$ cat config.mk
export PLATFORM = sky130hd
export DESIGN_NAME = gray_rx_decoder
export DESIGN_NICKNAME = d
export VERILOG_FILES = /design/src/rtl/gray_rx_decoder.sv
export SDC_FILE = /design/constraint.sdc
export NUM_CORES = 1
export LEC_CHECK = 0
export ABC_CLOCK_PERIOD_IN_PS = 2900
export BUFFER_PORTS_ARGS = -buffer_cell sky130_fd_sc_hd__buf_2
export CAP_MARGIN = 0
export CELL_PAD_IN_SITES_DETAIL_PLACEMENT = 2
export CELL_PAD_IN_SITES_GLOBAL_PLACEMENT = 2
export CORE_UTILIZATION = 29
export CTS_BUF_LIST = sky130_fd_sc_hd__clkbuf_8
export CTS_CLUSTER_SIZE = 14
export DETAILED_ROUTE_END_ITERATION = 16
export GPL_TIMING_DRIVEN = 0
export PLACE_DENSITY = 0.71
export REMOVE_ABC_BUFFERS = 1
export SLEW_MARGIN = 20
export SYNTH_ARGS = -nofsm -noshare
export SYNTH_HDL_FRONTEND = slang
export SYNTH_SLANG_ARGS = --single-unit
export TNS_END_PERCENT = 50
$ cat constraint.sdc
create_clock -name clk -period 2.9 [get_ports clk]
set_clock_uncertainty 0.1 [all_clocks]
set_input_delay 0.58 -clock clk [delete_from_list [all_inputs] [get_ports clk]]
set_output_delay 0.58 -clock clk [all_outputs]
set_load 0.05 [all_outputs]
$ cat src/rtl/gray_rx_decoder.sv
// gray_rx_decoder: synchronises a Gray-coded count, decodes it to binary, reports step size and multi-bit violations
module gray_rx_decoder #(
    parameter int WIDTH       = 4,
    parameter int SYNC_STAGES = 2
) (
    input  logic             clk,
    input  logic             rst_n,
    input  logic [WIDTH-1:0] gray_in,
    input  logic             en,
    input  logic             resync,
    input  logic             clr_err,
    output logic [WIDTH-1:0] binary_out,
    output logic [WIDTH-1:0] delta,
    output logic             step_valid,
    output logic             err,
    output logic [7:0]       err_cnt,
    output logic             locked
);

    localparam int HW = $clog2(WIDTH + 1);

    typedef enum logic {INIT, TRACK} state_t;

    state_t           state_q, state_d;
    logic [WIDTH-1:0] sync_q [SYNC_STAGES];
    logic [WIDTH-1:0] sync_d [SYNC_STAGES];
    logic [WIDTH-1:0] g_sync, g_prev_q, g_prev_d;
    logic [WIDTH-1:0] bin_new, bin_q, bin_d, delta_q, delta_d;
    logic [HW-1:0]    hd;
    logic             sv_q, sv_d, err_q, err_d;
    logic [7:0]       cnt_q, cnt_d;

    function automatic logic [WIDTH-1:0] gray2bin(input logic [WIDTH-1:0] g);
        logic [WIDTH-1:0] b;
        b[WIDTH-1] = g[WIDTH-1];
        for (int i = WIDTH - 2; i >= 0; i--) b[i] = b[i+1] ^ g[i];
        return b;
    endfunction

    function automatic logic [HW-1:0] popcount(input logic [WIDTH-1:0] v);
        logic [HW-1:0] c;
        c = '0;
        for (int i = 0; i < WIDTH; i++) c = c + HW'(v[i]);
        return c;
    endfunction

    assign g_sync  = sync_q[SYNC_STAGES-1];
    assign bin_new = gray2bin(g_sync);
    assign hd      = popcount(g_sync ^ g_prev_q);

    // synchroniser shift: runs every edge regardless of en
    always_comb begin
        sync_d[0] = gray_in;
        for (int i = 1; i < SYNC_STAGES; i++) sync_d[i] = sync_q[i-1];
    end

    // next state: resync beats en; a violation beats a simultaneous clr_err
    always_comb begin
        state_d  = state_q;
        g_prev_d = g_prev_q;
        bin_d    = bin_q;
        delta_d  = delta_q;
        sv_d     = 1'b0;
        err_d    = clr_err ? 1'b0 : err_q;
        cnt_d    = clr_err ? 8'd0 : cnt_q;
        if (resync) begin
            state_d = INIT;
        end else if (en) begin
            if (state_q == INIT) begin
                bin_d    = bin_new;
                g_prev_d = g_sync;
                delta_d  = '0;
                state_d  = TRACK;
            end else if (hd != '0) begin
                bin_d    = bin_new;
                delta_d  = bin_new - bin_q;
                g_prev_d = g_sync;
                sv_d     = 1'b1;
                if (hd >= HW'(2)) begin
                    err_d = 1'b1;
                    cnt_d = clr_err ? 8'd1 : (cnt_q == 8'hFF) ? 8'hFF : cnt_q + 8'd1;
                end
            end
        end
    end

    // state and output registers with asynchronous reset
    always_ff @(posedge clk or negedge rst_n) begin
        if (!rst_n) begin
            for (int i = 0; i < SYNC_STAGES; i++) sync_q[i] <= '0;
            state_q  <= INIT;
            g_prev_q <= '0;
            bin_q    <= '0;
            delta_q  <= '0;
            sv_q     <= 1'b0;
            err_q    <= 1'b0;
            cnt_q    <= 8'd0;
        end else begin
            for (int i = 0; i < SYNC_STAGES; i++) sync_q[i] <= sync_d[i];
            state_q  <= state_d;
            g_prev_q <= g_prev_d;
            bin_q    <= bin_d;
            delta_q  <= delta_d;
            sv_q     <= sv_d;
            err_q    <= err_d;
            cnt_q    <= cnt_d;
        end
    end

    assign binary_out = bin_q;
    assign delta      = delta_q;
    assign step_valid = sv_q;
    assign err        = err_q;
    assign err_cnt    = cnt_q;
    assign locked     = (state_q == TRACK);

endmodule

==> qor.csv, run 1 <==
metric;value;unit
status;finished clean;
main area contributors after synthesis;dfrtp_1 53%, ha_1 6.2%, inv_1 3.4%;
fmax;361;MHz
wire per inst;14.7;um
CP Data Arrival Time;2.83;ns
area occupied by multi-input gates;661;um2
I/O pins;28;
vias in the first global route;1168;
drt total wl;3.30;mm
Max Cap Viol;0;
Core Area;0.00472;mm2
FFs w/ async S/R, synth;100;%
fraction of layout cells with a size suffix above 1;34.8;%
Die H;72.0;um
multiplexer share of the synthesized area;3.17;%
Die Width;72.0;um
Final nets;175;
clock root buffer;clkbuf_8;
Synth Area in Adders;8.97;%
worst slew pin tran;0.674;ns
Post-Syn Area per Cell;11.5;um2
CTS tree;done;
sequential share of the synthesized area;52.8;%
Slew Limit Headroom;55.0;%
vias per cell;4.65;
routability cong.;0.782;
Gate Count Post-Synth;124;
Die ar.;0.00519;mm2
worst skew pair latency;0.28;ns
number of enable flip-flop cells after synthesis;0;
post-synth top area share;52.8;%
Slew Limit Fails;0;
Startpoint Class;register;
CP Class;register to register;
n_diodes;0;
ys flop type;dfrtp_1;
1st-iter DRT viols;20;
Power per Cell Area;1110;mW/mm2
total gr overflow;0;
count leader, synth;dfrtp_1;
final setup violation count;0;
combinational family with the most area after synthesis;simple AND/OR/NAND/NOR gates;
Synth warnings;0;
Rows;25;
post-route minimum period;2.77;ns
xor/xnor share of the synthesized area;7.21;%
Worst-path clk slew;0.07;ns
Synth-to-Final Area Change;28.7;%
TritonCTS buffer count;5;
# port buffers;27;
CP Max Fanout;11;
CTS Sinks;30;
Post-route DRC;0;
initial core utilization;30.1;%
period utilization;95.4;%
Leak Pwr;0.894;nW
Hold Vio Cnt, Final;0;
synthesis-stage register bit count;30;
worst endpoint required time;2.96;ns
layout filler cell count;516;
Final Hold Slack;0.232;ns
Compound-Gate Fraction of Synth Area;11.0;%
initial antenna violation count;0;
Register Area;752;um2
Final ANT Viol Nets;0;
Finished Core Util;38.8;%
Post-DP HPWL;2.47;mm
ranking of synthesized cells by instance count;30 x dfrtp_1, 13 x inv_1, 9 x nor2_1, 7 x ha_1;
Syn Std Cell Area;0.00142;mm2
H-tree depth;2;
largest net degree at the start of global routing;31;
count of different cell masters after synthesis;35;
Worst VDD drop;0.398;mV
worst min-delay path class;input pin to asynchronous set/reset pin;
CP endpoint kind;register;
RSZ-0062 raised after global routing;yes;
Synth area leader;dfrtp_1;
Pre-antenna DRT Iters;3;
global-route wire length before repair;5.62;mm
largest buffer count on any clock path;2;
total vias in the final route;1047;
hold buffers post-CTS;0;
Synth Area in Simple Gates;12.6;%
gr usage total;14.6;%
[cell families after synthesis]
logic type	after synthesis
compound gates	22
mux	4
fa+ha+maj	9
flops	30
xor+xnor	10
buf+inv	15
simple gates	34
[where the power goes]
| part | switching, W | internal [W] |
|---|---|---|
| registers | 0.0000778 | 0.000510 |
| logic | 0.000602 | 0.000310 |
| clock network | 0.000162 | 0.000366 |
[timing repair]
action                                  4_1_cts  5_1_grt
setup buffers                                 1        0
resized for setup                             6        4
pin swaps                                     0        1
endpoints found under the setup margin       15       18
endpoints found under the hold margin         0        0
[cells in the final DEF, fill, tap and decap left out, types with 2 or more instances in the layout]
cell	n
o22ai_1	4
xnor2_2	3
buf_2	27
fa_1	2
xnor2_1	2
xor2_1	3
xor2_2	2
nor2_1	8
mux2_2	4
dfrtp_1	29
a21oi_1	3
o21ai_0	3
nand3_1	4
nand2_1	5
bufinv_16	2
a31oi_1	2
o221a_2	2
nor3_1	5
nand4_1	2
inv_1	13
ha_1	7
clkbuf_8	6
[through the flow]
stage                     power [W]  worst slack (ns)  area [um2]  TNS (ns)  cells
after floorplan             0.00121            -0.269        1410     -1.42    122
after global placement      0.00138            -0.441        1630     -3.41    216
after detailed placement    0.00144            -0.592        1630     -5.29    216
after CTS                   0.00204            0.0317        1810         0    225
after global routing        0.00217           -0.0934        1830    -0.644    225
final                       0.00203             0.133        1830         0    225
[routing by layer]
metal / GRT usage (%) / routed length (um)
met5: 0 / 0
met1: 16.8 / 1390
met3: 4.44 / 140
met2: 25.2 / 1720
met4: 5.88 / 46
[final timing paths]
check | start | to | slack (ns) | cells after the start
max in group asynchronous | rst_n | g_sync[1] | 2.00 | 1
max reg2reg | g_prev_q[3] | g_prev_q[0] | 0.13 | 9
min reg2reg | sync_d[2] | g_sync[2] | 0.25 | 0
min | rst_n | step_valid | 0.23 | 1
max | g_prev_q[3] | g_prev_q[0] | 0.13 | 9
min in group clk | sync_d[2] | g_sync[2] | 0.25 | 0
[sequential cells by signal (all words and copies together) (netlist names)]
register / cells
locked: 1
delta: 4
sync_d: 4
err_cnt: 8
g_prev_q: 4
err: 1
binary_out: 3
g_sync: 4
step_valid: 1
[worst max-delay path: stages, from the launching register on]
cell	delay (ns)
dfrtp_1	0.42
xnor2_2	0.23
fa_1	0.44
inv_1	0.08
ha_1	0.18
inv_1	0.05
ha_1	0.29
nor3_2	0.36
a21boi_4	0.19
mux2_2	0.31
[area by class of cell]
class / count / area share, %
flip-flops and latches: 30 / 41.1
inverters: 13 / 2.67
clock inverters: 2 / 3.28
multi-input cells: 79 / 36.1
clock buffers: 6 / 4.51
well taps: 67 / 4.58
repair buffers: 28 / 7.79
Power figures use the tool's default switching activity.
==> inputs of run 2 (changes only) <==
--- a/config.mk
+++ b/config.mk
@@ -11,8 +11,8 @@
 export CELL_PAD_IN_SITES_DETAIL_PLACEMENT = 2
 export CELL_PAD_IN_SITES_GLOBAL_PLACEMENT = 2
 export CORE_UTILIZATION = 29
-export CTS_BUF_LIST = sky130_fd_sc_hd__clkbuf_8
-export CTS_CLUSTER_SIZE = 14
+export CTS_BUF_LIST = sky130_fd_sc_hd__clkbuf_4
+export CTS_CLUSTER_SIZE = 40
 export DETAILED_ROUTE_END_ITERATION = 16
 export GPL_TIMING_DRIVEN = 0
 export PLACE_DENSITY = 0.71
==> run 2 against run 1 <==
Fmax decreased by 0.23%. Worst setup slack worse by 0.0064 ns. Critical path depth rose by 1. Largest cell class unchanged. Largest power group unchanged.
==> qor.csv, run 2 (synthesis results as in run 1) <==
metric;value;unit
Worst path slowest cell;dfrtp_2;
commonest non-fill, non-tap cell in the layout;dfrtp_1;
gr usage total;14.5;%
Slew Limit Fails;0;
clock root buffer;clkbuf_4;
reg-to-reg critical path endpoint;err_cnt[7];
Pwr Total;0.00201;W
Cell Chain, Critical Path;xnor2_2 > fa_1 > inv_1 > ha_1 > inv_1 > ha_1 > and4bb_2 > nand2_2 > o31a_1 > a311oi_1;
Worst-path clk slew;0.11;ns
final instance area;0.00182;mm2
Slew Limit Headroom;55.3;%
Die H;72.0;um
number of instances in the placed design;216;
Post-DP HPWL;2.47;mm
1st-iter DRT viols;14;
fraction of layout cells with a size suffix above 1;35.6;%
largest net degree at the start of global routing;31;
status;finished clean;
Synth-to-Final Area Change;28.0;%
Hold Vio Cnt, Final;0;
Rows;25;
Max Cap Viol;0;
vias per cell;4.68;
dpl cell area;0.00163;mm2
fmax;361;MHz
Combinational Power Share;50.1;%
Worst VDD drop;0.401;mV
RSZ-0062 raised after global routing;yes;
largest buffer count on any clock path;2;
n_diodes;0;
Finished Core Util;38.5;%
routability cong.;0.782;
CP Class;register to register;
CP startpoint;g_sync[1];
worst min-delay path class;input pin to asynchronous set/reset pin;
Final ANT Viol Nets;0;
CP Max Fanout;4;
total vias in the final route;1062;
worst skew pair latency;0.33;ns
worst endpoint required time;3.03;ns
vias in the first global route;1162;
drt total wl;3.39;mm
worst r2r src;g_sync[1];
area occupied by multi-input gates;677;um2
Startpoint Class;register;
FF-to-FF setup slack;0.13;ns
I/O pins;28;
TritonCTS buffer count;5;
switch share;43.5;%
global-route wire length before repair;5.58;mm
Final Non-Filler Cells;227;
Final nets;177;
share of total power in the clock network;20.7;%
CP Data Arrival Time;2.90;ns
P_int;0.00113;W
Power per Cell Area;1100;mW/mm2
initial antenna violation count;0;
Psw;0.000872;W
post-route minimum period;2.77;ns
final setup violation count;0;
most frequent cells in the layout;29 x dfrtp_1, 27 x buf_2, 13 x inv_1, 8 x nor2_1, 7 x ha_1;
wire per inst;14.9;um
Reg2Reg Depth;10;
worst slew pin tran;0.671;ns
share of power burned in registers;29.2;%
crit path capture;err_cnt[7];
layout filler cell count;513;
initial core utilization;30.1;%
Die Width;72.0;um
max reg flops;8;
Leak Pwr;0.888;nW
H-tree depth;2;
# port buffers;27;
CTS Sinks;30;
Die ar.;0.00519;mm2
Post-route DRC;0;
crit-path max cell delay;0.47;ns
Core Area;0.00472;mm2
Pre-antenna DRT Iters;2;
total gr overflow;0;
CP endpoint kind;register;
period utilization;95.6;%
Register Area;752;um2
CTS tree;done;
## run 2: layer usage
layer  GRT usage [%]  up-vias  routed length [um]
li1                -      500                   -
met1            16.8      534                1400
met2            25.1       23                1790
met3            4.44        5                 136
met4            5.88        0                  59
met5               0        -                   0
## run 2: power by group through the flow
stage / logic (W) / clock network (W) / registers (W)
after floorplan: 0.000401 / 0 / 0.000807
after global placement: 0.000802 / 0 / 0.000580
final: 0.00100 / 0.000416 / 0.000586
after CTS: 0.000911 / 0.000429 / 0.000584
after global routing: 0.00109 / 0.000441 / 0.000602
after detailed placement: 0.000846 / 0 / 0.000591
## run 2: layout make-up
type | instances | area share, %
clock inverters | 3 | 3.51
clock buffers | 5 | 2.06
multi-input cells | 79 | 37.2
inverters | 13 | 2.68
repair buffers | 30 | 8.66
flip-flops and latches | 30 | 41.3
well taps | 67 | 4.60
## run 2: how the worst min path moves through the flow
stage	to	depth (start not counted)	from
after floorplan	binary_out[0]	0	rst_n
after global placement	g_sync[3]	0	sync_d[3]
after detailed placement	g_sync[2]	0	sync_d[2]
after CTS	delta[2]	1	rst_n
after global routing	step_valid	1	rst_n
final	step_valid	1	rst_n
## run 2: stage by stage
stage                     TNS, ns  hold WS, ns  worst slack [ns]
final                           0        0.174             0.127
after global routing      -0.0575        0.215           -0.0359
after CTS                       0        0.197            0.0164
after detailed placement    -5.29        0.236            -0.592
after global placement      -3.41        0.233            -0.441
after floorplan             -1.42        0.184            -0.269
## run 2: critical path: cells and delay by family, from the launching register on
family                   cells  cell delay (ns)
adder cells (fa/ha/maj)      3             0.80
AO/OA/AOI/OAI                2             0.56
flip-flops                   1             0.47
AND/OR/NAND/NOR              2             0.43
XOR/XNOR                     1             0.19
buffers and inverters        2             0.13
## run 2: repair_timing
action | 4_1_cts | 5_1_grt
pin swaps | 0 | 2
resized for setup | 5 | 8
hold buffers | 0 | 0
endpoints found under the setup margin | 15 | 18
setup buffers | 1 | 2
